`src/rtl/rob_multiport.sv`:
```
// rtl/rob_multiport.sv - circular reorder buffer with multi-port writeback and in-order commit
// Tag equals slot index; entries retire strictly from head, at most one per cycle.
module rob_multiport #(
   parameter int DEPTH    = 16,
   parameter int TAG_W    = 4,
   parameter int DATA_W   = 32,
   parameter int ADDR_W   = 32,
   parameter int RD_W     = 5,
   parameter int WB_PORTS = 2
) (
   input  logic                         clk_in,
   input  logic                         rst_n_in,
   input  logic                         rdy_in,
   input  logic                         alloc_valid,
   output logic                         alloc_ready,
   input  logic [ADDR_W-1:0]            alloc_addr,
   input  logic [RD_W-1:0]              alloc_rd,
   output logic [TAG_W-1:0]             alloc_tag,
   input  logic [WB_PORTS-1:0]          wb_valid,
   input  logic [WB_PORTS*TAG_W-1:0]    wb_tag,
   input  logic [WB_PORTS*DATA_W-1:0]   wb_val,
   input  logic                         flush,
   output logic                         commit_valid,
   output logic [TAG_W-1:0]             commit_tag,
   output logic [DATA_W-1:0]            commit_val,
   output logic [ADDR_W-1:0]            commit_addr,
   output logic [RD_W-1:0]              commit_rd,
   output logic [TAG_W:0]               count,
   output logic                         empty
);

   logic [DEPTH-1:0]  busy;
   logic [DEPTH-1:0]  done;
   logic [RD_W-1:0]   rd_q   [DEPTH];
   logic [ADDR_W-1:0] addr_q [DEPTH];
   logic [DATA_W-1:0] val_q  [DEPTH];
   logic [TAG_W-1:0]  head;
   logic [TAG_W-1:0]  tail;
   logic [TAG_W:0]    cnt;

   logic              full;
   logic              do_alloc;
   logic              do_commit;
   logic [TAG_W-1:0]  wtag [WB_PORTS];
   logic [DATA_W-1:0] wval [WB_PORTS];
   logic [WB_PORTS-1:0] wb_hit;

   assign full        = (cnt == (TAG_W+1)'(DEPTH));
   assign alloc_ready = ~full;
   assign alloc_tag   = tail;
   assign count       = cnt;
   assign empty       = (cnt == '0);

   // Commit outputs are a pure view of the head slot; flush does not mask commit_valid.
   assign commit_valid = busy[head] & done[head] & rdy_in;
   assign commit_tag   = head;
   assign commit_val   = val_q[head];
   assign commit_addr  = addr_q[head];
   assign commit_rd    = rd_q[head];

   assign do_alloc  = rdy_in & ~flush & alloc_valid & ~full;
   assign do_commit = commit_valid & ~flush;

   // Writeback qualifies against the pre-edge slot state, so a slot being allocated this cycle is not busy yet.
   always_comb begin
      wb_hit = '0;
      for (int k = 0; k < WB_PORTS; k++) begin
         wtag[k]   = wb_tag[k*TAG_W +: TAG_W];
         wval[k]   = wb_val[k*DATA_W +: DATA_W];
         wb_hit[k] = rdy_in & ~flush & wb_valid[k] & busy[wtag[k]] & ~done[wtag[k]];
      end
   end

   always_ff @(posedge clk_in or negedge rst_n_in) begin
      if (!rst_n_in) begin
         busy <= '0;
         done <= '0;
         head <= '0;
         tail <= '0;
         cnt  <= '0;
      end else if (rdy_in) begin
         if (flush) begin
            busy <= '0;
            done <= '0;
            head <= '0;
            tail <= '0;
            cnt  <= '0;
         end else begin
            // Descending loop: the last assignment wins, giving the lowest channel priority.
            for (int k = WB_PORTS-1; k >= 0; k--) begin
               if (wb_hit[k]) done[wtag[k]] <= 1'b1;
            end
            if (do_commit) begin
               busy[head] <= 1'b0;
               head       <= head + TAG_W'(1);
            end
            if (do_alloc) begin
               busy[tail] <= 1'b1;
               done[tail] <= 1'b0;
               tail       <= tail + TAG_W'(1);
            end
            case ({do_alloc, do_commit})
               2'b10:   cnt <= cnt + (TAG_W+1)'(1);
               2'b01:   cnt <= cnt - (TAG_W+1)'(1);
               default: cnt <= cnt;
            endcase
         end
      end
   end

   always_ff @(posedge clk_in or negedge rst_n_in) begin
      if (!rst_n_in) begin
         for (int i = 0; i < DEPTH; i++) begin
            rd_q[i]   <= '0;
            addr_q[i] <= '0;
            val_q[i]  <= '0;
         end
      end else if (rdy_in && !flush) begin
         for (int k = WB_PORTS-1; k >= 0; k--) begin
            if (wb_hit[k]) val_q[wtag[k]] <= wval[k];
         end
         if (do_alloc) begin
            rd_q[tail]   <= alloc_rd;
            addr_q[tail] <= alloc_addr;
            val_q[tail]  <= '0;
         end
      end
   end

endmodule

```
`config.mk`:
```
export PLATFORM = sky130hd
export DESIGN_NAME = rob_multiport
export DESIGN_NICKNAME = d
export VERILOG_FILES = /design/src/rtl/rob_multiport.sv
export SDC_FILE = /design/constraint.sdc
export NUM_CORES = 2
export LEC_CHECK = 0
export BUFFER_PORTS_ARGS = -buffer_cell sky130_fd_sc_hd__buf_2
export CORE_UTILIZATION = 53
export CTS_CLUSTER_SIZE = 28
export DETAILED_ROUTE_END_ITERATION = 7
export PLACE_DENSITY_LB_ADDON = 0.08
export SLEW_MARGIN = 25
export SYNTH_ARGS = -nofsm -noshare
export SYNTH_HDL_FRONTEND = slang
export SYNTH_SLANG_ARGS = --single-unit
```
`constraint.sdc`:
```
create_clock -name clk_in -period 6.75 [get_ports clk_in]
set_input_delay 0.3375 -clock clk_in [delete_from_list [all_inputs] [get_ports clk_in]]
set_output_delay 0.3375 -clock clk_in [all_outputs]
set_load 0.02 [all_outputs]
```
==> flow_summary.json <==
{
  "status": "completed",
  "detail_route.wl_per_cell_um": 30.8,
  "ir_drop_v": 0.000250,
  "via_per_inst": 6.99,
  "antenna_left": 0,
  "fillers": 8918,
  "synth_top_area_share_pct": 48.6,
  "fin_skew_ps": 22.7,
  "initial_core_util_pct": 53.5,
  "antenna_found_initial": 23,
  "rrSetupSlack_ps": 2610,
  "die_h_um": 336,
  "globalplace.congestion": 0.910,
  "grt_util_met2_pct": 55.8,
  "cts_buffers": 132,
  "grt_overflow": 0,
  "top_usage_layer": "met2",
  "grt_use_met3_pct": 9.16,
  "synth_warnings": 0,
  "pwr-share-comb_pct": 15.2,
  "power_density_mw_per_mm2": 274,
  "sequentialPowerShare_pct": 44.6,
  "regToRegEndpoint": "count[4]",
  "final_cell_mix": "1146 x dfrtp_1, 901 x nand2_1, 447 x mux2_2, 362 x mux4_2, 341 x o21ai_0",
  "leakage_nw": 29.0,
  "netlist_instances": 5206,
  "hold_violations": 0,
  "drt-total-wl_um": 208000,
  "grt_pass1_wl_um": 312000,
  "worst_slew_pin_slew_ps": 1190,
  "rr_worst_depth": 12,
  "hold_depth": 3,
  "worst_slack_ps": 1980,
  "postCtsResizedCells": 0,
  "clock_sinks": 1149,
  "ys.flop_type": "dfrtp_1",
  "nets": 5271,
  "synth_nets": 5334,
  "p_clk_share_pct": 40.2,
  "synthArstFlopShare_pct": 100,
  "grtUsageMet1_pct": 51.0,
  "worst-setup-path-type": "reg2out",
  "cp_data_arrival_time_ps": 4430,
  "whs_endpoint": "val_q[217]",
  "layout-drive-gt1-share_pct": 27.0,
  "grt_pass1_vias": 46729,
  "htreeDepth": 4,
  "slew_headroom_pct": 21.0,
  "gr-usage-all-layers_pct": 37.1,
  "cp_data_required_time_ps": 6410,
  "syn_area_mm2": 0.0592,
  "critPathCaptureType": "primary output",
  "pre_cts_ws_ps": 2550,
  "tns_ps": 0,
  "drv_cap": 0,
  "crit_chain": "buf_4, buf_4, mux4_2, mux4_2, buf_2",
  "synth_edf_count": 0,
  "hold_ws_ps": 28.5,
  "num_rows": 122,
  "avgSynthCellArea_um2": 11.4,
  "period_needed_ps": 4770,
  "syn2layout_area_growth_pct": 11.8,
  "critPathMaxStageDelay_ps": 850,
  "synth_cell_types": 68,
  "crit_fanout": 35,
  "max_freq_ghz": 0.210,
  "drc": 0,
  "clockRootBuffer": "clkbuf_16",
  "switching_share_pct": 27.6,
  "layout_commonest_cell": "dfrtp_1",
  "fin_crit_sh_pct": 70.7,
  "critPathLaunchType": "flip-flop",
  "finalSetupViolCount": 0,
  "min_path_type": "in2reg",
  "synth_top_area_cell": "dfrtp_1",
  "cts_tree": "yes",
  "p_int_mw": 13.1,
  "clk_latency_ps": 750,
  "rsz0062_at_grt": "false",
  "reg2reg_from": "commit_tag[2]",
  "slew_violations": 0,
  "grt_max_degree": 163,
  "p_sw_mw": 4.99,
  "slowest_stage": "dfrtp_4",
  "via_count": 47138,
  "die_area_mm2": 0.113,
  "ys_seq_area_share_pct": 48.6,
  "drt_iter0_drc": 6424,
  "path_clk_slew_ps": 60,
  "worstHoldStart": "wb_val[25]",
  "io_pins": 201,
  "place_hpwl_um": 112000,
  "ys_top_cells_by_area": "dfrtp_1 49%, mux4_2 14%, mux2_2 8.5%, nand2_1 5.8%, a32oi_1 3.8%",
  "die_w_um": 336,
  "portBuffers": 200,
  "drt_first_pass_iters": 7,
  "cts_buffer_depth": 3,
  "core-area_mm2": 0.111,
  "ys_ff_latch": 1149
}
## cells by family after synthesis
family / share of synthesized area [%]
compound gates: 15.9
flops: 48.6
simple gates: 7.68
mux: 23.0
buf+inv: 4.54
fa+ha+maj: 0.266
xor+xnor: 0.0444
## how the worst max path moves through the flow
stage	slack, ps	cells past startpoint	to	startpoint
6_report	1980	5	commit_rd[1]	commit_tag[0]
5_1_grt	1690	5	commit_rd[1]	commit_tag[0]
4_1_cts	1850	5	commit_rd[1]	commit_tag[0]
3_5_place_dp	2550	12	count[4]	commit_tag[1]
3_3_place_gp	2610	12	count[4]	commit_tag[1]
2_1_floorplan	3350	14	count[4]	commit_tag[2]
## power groups by stage
stage	clock (mW)	sequential, mW	combinational [mW]
detailed placement	0	8.17	2.70
CTS	7.35	8.05	2.75
floorplan	0	8.01	1.83
finish	7.29	8.07	2.75
global route	7.63	8.15	2.94
global placement	0	8.14	2.65
## state kept, by name, indices dropped and copies added (netlist names)
name,cells
commit_tag,4
busy,16
done,16
addr_q,512
val_q,512
alloc_tag,4
count,5
rd_q,80
## per-layer routing
layer | up-vias | part of all wire, % | routed length, µm
li1 | 19365 | - | -
met3 | 618 | 11 | 22500
met5 | - | 0.068 | 142
met1 | 24168 | 39 | 81600
met4 | 20 | 4.7 | 9700
met2 | 2967 | 45 | 94100
## final cells by class
cell class,instances,area [µm²],area share [%]
diodes,10,25.0,0.0378
flip-flops and latches,1149,28800,43.5
clock inverters,39,399,0.603
multi-input cells,3389,28100,42.5
clock buffers,197,3960,5.99
well taps,1488,1860,2.81
inverters,83,317,0.478
repair buffers,388,2740,4.14
## stage by stage
stage	total power, mW	utilization, %	cell area, µm²	std cells
2_1_floorplan	9.84	-	59200	5206
3_3_place_gp	10.8	55.1	60900	6420
3_5_place_dp	10.9	55.1	61000	6420
4_1_cts	18.2	59.7	66100	6731
5_1_grt	18.7	59.8	66200	6736
6_report	18.1	59.8	66200	6743
## repair_timing
item / 4_1_cts / 5_1_grt
hold endpoints to repair: 289 / 0
setup buffers: 0 / 0
hold buffers: 75 / 0
## Yosys cell counts, types with 33 or more instances
| master | count |
|---|---|
| a211oi_1 | 33 |
| a21oi_1 | 186 |
| a221oi_1 | 96 |
| a22oi_1 | 193 |
| a31oi_1 | 77 |
| a32oi_1 | 256 |
| and2_1 | 39 |
| buf_1 | 44 |
| buf_2 | 76 |
| clkbuf_1 | 449 |
| dfrtp_1 | 1149 |
| inv_1 | 82 |
| mux2_2 | 447 |
| mux2i_1 | 40 |
| mux4_2 | 362 |
| nand2_1 | 916 |
| nor2_1 | 63 |
| o21ai_0 | 341 |
| o21ai_1 | 131 |
## critical path, delay by kind of cell (launching register included)
family / cells / cell delay, ps
flops: 1 / 850
buf+inv: 3 / 1570
mux: 2 / 1160
Power figures use the tool's default switching activity.
